<file path="src/rtl/entrada_pkg.sv">
// Shared types and defaults for the input sequencer and its button debouncer.
package entrada_pkg;

    // Sequencer states: free running / waiting for an IN operand.
    typedef enum logic [1:0] {
        RUN,
        IN_WAIT_REL,
        IN_WAIT_PRESS,
        IN_DONE
    } input_state_t;

    // Defaults sized for the board clock: ~0.6 us debounce, ~32 Hz run-mode CPU rate at 50 MHz.
    localparam int DEB_CYCLES_DEF = 32;
    localparam int RUN_DIV_DEF    = 1562500;

    // Sw[SW_VALID_BIT] flags the value on Sw[SW_VALID_BIT-1:0] as ready to be consumed.
    localparam int SW_VALID_BIT   = 13;

endpackage

</file>
<file path="src/rtl/button_debouncer.sv">
// Debounces the active-low push-button into a level (Pressed) and a one-cycle press pulse.
module button_debouncer
    import entrada_pkg::*;
#(
    parameter int DEB_CYCLES = DEB_CYCLES_DEF
) (
    input  logic Clock,
    input  logic Reset,
    input  logic Botao,
    output logic Pressed,
    output logic PressEvt
);

    localparam int CW = $clog2(DEB_CYCLES);

    logic [CW-1:0] cnt_q;
    logic          pressed_q;
    logic          evt_q;
    logic          sample;
    logic          disagree;

    assign sample   = ~Botao;
    assign disagree = (sample != pressed_q);

    // Count consecutive disagreeing samples; the DEB_CYCLES-th one flips the level.
    always_ff @(posedge Clock) begin
        if (!Reset) begin
            cnt_q     <= '0;
            pressed_q <= 1'b0;
            evt_q     <= 1'b0;
        end else begin
            evt_q <= 1'b0;
            if (disagree) begin
                if (cnt_q == CW'(DEB_CYCLES - 1)) begin
                    pressed_q <= sample;
                    evt_q     <= sample;
                    cnt_q     <= '0;
                end else begin
                    cnt_q <= cnt_q + CW'(1);
                end
            end else begin
                cnt_q <= '0;
            end
        end
    end

    assign Pressed  = pressed_q;
    assign PressEvt = evt_q;

endmodule

</file>
<file path="src/rtl/input_sequencer.sv">
// CPU clock-enable generator and IN-instruction handshake against the board button/switches.
module input_sequencer
    import entrada_pkg::*;
#(
    parameter int DEB_CYCLES = DEB_CYCLES_DEF,
    parameter int RUN_DIV    = RUN_DIV_DEF,
    parameter int DATA_W     = 32
) (
    input  logic              Clock,
    input  logic              Reset,
    input  logic              Botao,
    input  logic [13:0]       Sw,
    input  logic              Pause,
    input  logic              InReq,
    output logic              CpuEn,
    output logic [DATA_W-1:0] DataIn,
    output logic              DataValid,
    output logic              InvalidPress
);

    localparam int DIV_W = $clog2(RUN_DIV);

    logic pressed;
    logic press_evt;

    button_debouncer #(
        .DEB_CYCLES(DEB_CYCLES)
    ) u_deb (
        .Clock   (Clock),
        .Reset   (Reset),
        .Botao   (Botao),
        .Pressed (pressed),
        .PressEvt(press_evt)
    );

    input_state_t      state_q;
    logic [DIV_W-1:0]  div_q;
    logic [DIV_W-1:0]  div_d;
    logic              cpu_en_q;
    logic              data_valid_q;
    logic              invalid_q;
    logic [DATA_W-1:0] data_q;
    logic              pulse_due;

    // Run mode: pulse at the divider's terminal count. Step mode: pulse on each debounced press.
    assign pulse_due = Pause ? (div_q == DIV_W'(RUN_DIV - 1)) : press_evt;

    // Divider next value: wraps in run mode, parked at 0 in step mode. Since step mode parks it,
    // any Pause toggle leaves the count at 0.
    always_comb begin
        div_d = '0;
        if (Pause && (div_q != DIV_W'(RUN_DIV - 1)))
            div_d = div_q + DIV_W'(1);
    end

    // Sequencer FSM with registered single-cycle output pulses.
    always_ff @(posedge Clock) begin
        if (!Reset) begin
            state_q      <= RUN;
            div_q        <= '0;
            cpu_en_q     <= 1'b0;
            data_valid_q <= 1'b0;
            invalid_q    <= 1'b0;
            data_q       <= '0;
        end else begin
            cpu_en_q     <= 1'b0;
            data_valid_q <= 1'b0;
            invalid_q    <= 1'b0;
            case (state_q)
                RUN: begin
                    div_q <= div_d;
                    if (pulse_due) begin
                        // A pulse landing on an IN instruction is held back until data arrives.
                        if (InReq)
                            state_q <= IN_WAIT_REL;
                        else
                            cpu_en_q <= 1'b1;
                    end
                end
                IN_WAIT_REL: begin
                    // The press that stepped onto the IN must be released before it counts as data.
                    div_q <= '0;
                    if (!pressed)
                        state_q <= IN_WAIT_PRESS;
                end
                IN_WAIT_PRESS: begin
                    div_q <= '0;
                    if (press_evt) begin
                        if (Sw[SW_VALID_BIT]) begin
                            data_q       <= DATA_W'(Sw[SW_VALID_BIT-1:0]);
                            cpu_en_q     <= 1'b1;
                            data_valid_q <= 1'b1;
                            state_q      <= IN_DONE;
                        end else begin
                            invalid_q <= 1'b1;
                        end
                    end
                end
                IN_DONE: begin
                    // CpuEn/DataValid are high during this cycle; restart the divider cleanly.
                    div_q   <= '0;
                    state_q <= RUN;
                end
            endcase
        end
    end

    assign CpuEn        = cpu_en_q;
    assign DataValid    = data_valid_q;
    assign InvalidPress = invalid_q;
    assign DataIn       = data_q;

endmodule

</file>
<file path="config.mk">
export PLATFORM = sky130hd
export DESIGN_NAME = input_sequencer
export DESIGN_NICKNAME = d
export VERILOG_FILES = /design/src/rtl/entrada_pkg.sv /design/src/rtl/button_debouncer.sv /design/src/rtl/input_sequencer.sv
export SDC_FILE = /design/constraint.sdc
export NUM_CORES = 1
export LEC_CHECK = 0
export ABC_AREA = 1
export CAP_MARGIN = 20
export CORE_MARGIN = 2
export CORE_UTILIZATION = 45
export CTS_CLUSTER_DIAMETER = 80
export DETAILED_ROUTE_END_ITERATION = 7
export HOLD_SLACK_MARGIN = 0.06
export PLACE_DENSITY = 0.85
export SETUP_SLACK_MARGIN = 0.4
export SLEW_MARGIN = 10
export SYNTH_ARGS = -nofsm -noshare
export SYNTH_HDL_FRONTEND = slang
export SYNTH_SLANG_ARGS = --single-unit
</file>
<file path="constraint.sdc">
create_clock -name Clock -period 1.5 [get_ports Clock]
set_clock_uncertainty 0.1 [all_clocks]
set_input_delay 0.375 -clock Clock [delete_from_list [all_inputs] [get_ports Clock]]
set_output_delay 0.375 -clock Clock [all_outputs]
set_load 0.01 [all_outputs]
</file>
After elaboration in Yosys (flattened, before gate mapping)
Index checks and enable logic that the tools add are counted.
Cells by class
  add/subtract/negate cells: 2
  equal/unequal tests: 12
  mux-type cells: 15
  bitwise logic cells: 3
  reduce and logical (&&, ||, !) cells: 10
Operators by type and width (number)
  $pmux 21 s2: 1
  $add 21x1->21 const B: 1
  $eq 21x21->1 const B: 1
  $mux 21: 1
  $ne 21x21->1 const B: 1
  $mux 2: 5
  $reduce_and 3->1: 3
  $ne 2x2->1 const B: 4
  $pmux 2 s4: 1
  $mux 1: 6
  $reduce_or 3->1: 2
  $add 5x1->5 const B: 1
  $eq 5x5->1 const B: 1
  $reduce_and 5->1: 1
  $eq 2x2->1 const B: 2
  $reduce_and 2->1: 2
  $not 1->1: 3
  $eq 2x1->1 const B: 1
  $logic_not 2->1: 1
  $ne 2x1->1 const B: 1
  $pmux 1 s2: 1
  $logic_and 1x1->1: 1
  $ne 1x1->1: 1
Storage, ports and cells
  flip-flop bits (word level): 46
  input bits: 19
  output and inout port bits: 35
  word-level logic and storage cells: 51

Logic depth before layout (Yosys ltp)
  word-level depth: 4
  depth in mapped cells: 11
  gate-level depth less buffers: 11

By module
From an unflattened synthesis, not the netlist that was laid out.
Unflattened totals
  cell total of the unflattened synthesis: 305
  area total of the unflattened synthesis: 2257.2 um^2
By module, submodules not included
  input_sequencer: times used 1, cells an instance 270, area each 1973.1 um^2
  button_debouncer: times used 1, cells an instance 35, area each 284.0 um^2

Least setup slack after synthesis
No wires, ideal clock.
  kind: register to register
  start point: register state_q[0]
  end point: register div_q[13]
  data arrival time: 1399 ps
  data required time: 1342 ps
  setup slack: -56 ps
  stages on the path, launching flop included: 8
  path buffers: 1
  path through: dfxtp_1 inv_1 ha_1 nor4_2 nand3_2 buf_6 nor2_1 o21a_1
On the way
  word-level cells in the longest chain between the ends: 3
RTL lines
  start: declaration: line input_sequencer.sv:36  | input_state_t state_q;
  start signal: assignment: line input_sequencer.sv:59  | state_q <= RUN;
  start signal: assignment: line input_sequencer.sv:75  | state_q <= IN_WAIT_REL;
  start signal: assignment: line input_sequencer.sv:84  | state_q <= IN_WAIT_PRESS;
  $eq 2x2->1 / $eq 2x1->1 (equally long branches): line input_sequencer.sv:69  | case (state_q)
  $reduce_or 3->1 (no line)
  $pmux 21 s2 (*): line input_sequencer.sv:69
  end signal: assignment: line input_sequencer.sv:71  | div_q <= div_d;
  end: declaration: line input_sequencer.sv:37  | logic [DIV_W-1:0] div_q;
Mark *: on every way between the ends. The rest lies on a longest branch, timed or not.
A chain may end at the register's enable or synchronous reset.

Worst setup path in the final report
  start point: register state_q[1]
  end point: register state_q[1]
On the way
  word-level cells in the longest chain between the ends: 3
RTL lines (line)
  $eq 2x1->1 (tied with other cells): input_sequencer.sv:69
  $ne 2x2->1 (no line) / $ne 2x1->1 (equally long branches)
  $reduce_and 5->1 (no line)
Parallel ways exist; a longest one is shown, timed or not.

==> impl_metrics.json <==
{
  "status": "finished, violations left",
  "violations": "negative setup slack",
  "tritoncts": "yes",
  "synth.area.mux_share": 0,
  "drc": 0,
  "via_per_inst": 5.23,
  "hpwlAfterDp_mm": 3.66,
  "period_needed_ns": 1.61,
  "final_common_cell": "buf_4",
  "htreeDepth": 2,
  "synth_seq_cells": 46,
  "layout.nets": 407,
  "synth_top_family_by_area": "simple AND/OR/NAND/NOR gates",
  "grt_pass1_wl_mm": 10.4,
  "initial_utilization": 0.475,
  "insertion_delay_ns": 0.31,
  "overflow": 0,
  "grt_max_degree": 22,
  "synth.cell_area_sq_mm": 0.00229,
  "ys_types": 33,
  "synth-simple-area-share": 0.273,
  "clock-root-buffer": "clkbuf_8",
  "netSwitchingPower_uw": 1090,
  "io_pins": 54,
  "place_ws_ns": -0.367,
  "cp_max_fo": 4,
  "p_comb_frac": 0.349,
  "fin_ws_ns": -0.105,
  "p_leak_uw": 0.00155,
  "cap_violations": 0,
  "layout_common_cells": "buf_4, nand2_1, dfxtp_2, inv_1, buf_6",
  "die_y_microns": 75.3,
  "avgRoutedWirePerCell_microns": 17.0,
  "power.total_uw": 3290,
  "final_cells": 449,
  "fmax_mhz": 623,
  "path_clk_slew_ns": 0.09,
  "via_count": 2347,
  "dieArea_sq_mm": 0.00567,
  "switching_share": 0.331,
  "p_seq_frac": 0.405,
  "totalWireLength_mm": 7.63,
  "antenna_found_initial": 0,
  "cp_data_arrival_time_ns": 1.70,
  "cts_sinks": 46,
  "post-route-util": 0.778,
  "cp.required_ns": 1.60,
  "synth-xor-area-share": 0.0306,
  "cts_hold_buffers": 0,
  "p_int_uw": 2200,
  "syn_area_per_cell_sq_um": 7.78,
  "diodes": 0,
  "syn_inst": 294,
  "period_share": 1.07,
  "yosysSeqAreaShare": 0.402,
  "drt_iter0_markers": 115,
  "cts_buffers": 5,
  "first_global_vias": 2265,
  "hold_viol_final": 0,
  "dr.pass1.iters": 4,
  "p_clk_frac": 0.246,
  "ant_nets": 0,
  "dp_cells": 416,
  "yosysWarningCount": 0,
  "die_w_microns": 75.3,
  "drv_slew": 0,
  "grt_use_total": 0.244,
  "cts_buffer_depth": 2,
  "holdWs_ns": 0.337,
  "synth_fa_ha_area_frac": 0.0383,
  "syn2layout_area_growth_pct": 63.7,
  "row_count": 25,
  "rsz0062_at_grt": "yes",
  "worst_setup_path_start_kind": "flip-flop",
  "core_area_sq_mm": 0.00482,
  "worstHoldPathType": "in -> reg",
  "power_density_mw_per_mm2": 879,
  "setup_viol": 17,
  "post_route_cells_drive_above_1_share": 0.560,
  "gp_congestion": 0.800,
  "cp-end-kind": "flip-flop",
  "crit_type": "reg -> reg",
  "synth_compound_area_frac": 0.110,
  "peakVddDrop_mv": 0.678,
  "io_buffers": 34
}
layout make-up:
cell class | instances | area (sq um)
multi-input cells | 204 | 1630
fillers | 294 | 1070
flip-flops and latches | 46 | 972
repair buffers | 84 | 802
inverters | 40 | 168
clock buffers | 7 | 86.3
well taps | 67 | 83.8
clock inverters | 1 | 5.00
power by group through the flow:
stage               combinational, uW  sequential [uW]  clock [uW]
global route                     1190             1340         861
floorplan                         512             1350           0
global placement                  649             1360           0
CTS                               878             1330         807
finish                           1150             1330         811
detailed placement                671             1360           0
cell families after synthesis:
| kind of cell | after synthesis |
|---|---|
| adder cells (fa/ha/maj) | 7 |
| buffers and inverters | 65 |
| AO/OA/AOI/OAI | 46 |
| other | 1 |
| flip-flops | 46 |
| XOR/XNOR | 8 |
| AND/OR/NAND/NOR | 121 |
routing by layer:
metal	global-route usage	vias to the layer above	wire length (microns)
met4	0.111	0	246
met1	0.274	1135	2900
met5	0	-	0
li1	-	1081	-
met3	0.0542	25	381
met2	0.440	106	4100
worst max-delay path, cell delays in order (launching register included):
cell and delay (ns):
dfxtp_4 0.39, inv_4 0.04, buf_4 0.13, ha_4 0.17, inv_4 0.06, nor2_4 0.04
a221oi_4 0.28, nand3_1 0.15, nand2_1 0.10, nor2_1 0.04
timing repair:
item / CTS / global route
gates cloned: 3 / 0
pin swaps: 29 / 22
setup endpoints to repair: 62 / 62
resized for setup: 148 / 55
buffers inserted: 12 / 10
registers in the layout, indices dropped and copies added, names as in the netlist:
name	cells
DataIn	13
u_deb.Pressed	1
state_q	2
u_deb.cnt_q	5
InvalidPress	1
DataValid	1
div_q	21
CpuEn	1
u_deb.PressEvt	1
cell usage after synthesis:
| library cell | count | area share |
|---|---|---|
| dfxtp_1 | 46 | 0.40 |
| nand2_1 | 41 | 0.067 |
| inv_1 | 33 | 0.054 |
| nor2_1 | 32 | 0.052 |
| a21oi_1 | 25 | 0.055 |
| buf_4 | 21 | 0.069 |
| nand3_1 | 15 | 0.033 |
| o21ai_0 | 14 | 0.031 |
| ha_1 | 7 | 0.038 |
| inv_2 | 7 | 0.011 |
| nor3_2 | 5 | 0.022 |
| xor2_1 | 5 | 0.019 |
| nor3_1 | 4 | 0.0087 |
| o21a_1 | 4 | 0.013 |
| or2_0 | 4 | 0.011 |
| clkbuf_1 | 3 | 0.0049 |
| nor2_2 | 3 | 0.0082 |
| nor3b_1 | 3 | 0.0098 |
| xnor2_1 | 3 | 0.011 |
| a21oi_2 | 2 | 0.0077 |
| nand2_2 | 2 | 0.0055 |
| nand4_1 | 2 | 0.0055 |
| nor2_4 | 2 | 0.0098 |
| or2_2 | 2 | 0.0055 |
| a221oi_1 | 1 | 0.0038 |
| and3_1 | 1 | 0.0027 |
| buf_6 | 1 | 0.0049 |
| conb_1 | 1 | 0.0016 |
| nand3_2 | 1 | 0.0044 |
| nand4_4 | 1 | 0.0093 |
| nor3_4 | 1 | 0.0071 |
| nor3b_2 | 1 | 0.0055 |
| nor4_2 | 1 | 0.0055 |
through the flow:
stage	setup TNS [ns]	area, sq um
floorplan	0	2550
global placement	-7.69	3000
detailed placement	-9.38	3000
CTS	-0.108	3440
global route	-1.68	3750
finish	-0.589	3750
worst paths after layout:
| check | startpoint | end | slack (ns) | depth (start not counted) |
|---|---|---|---|---|
| worst min register to register | DataIn[11] | DataIn[11] | 0.38 | 2 |
| worst max register to register | state_q[1] | state_q[1] | -0.11 | 9 |
| worst min-delay path | Sw[13] | InvalidPress | 0.34 | 2 |
| worst max-delay path | state_q[1] | state_q[1] | -0.11 | 9 |
Power figures use the tool's default switching activity.
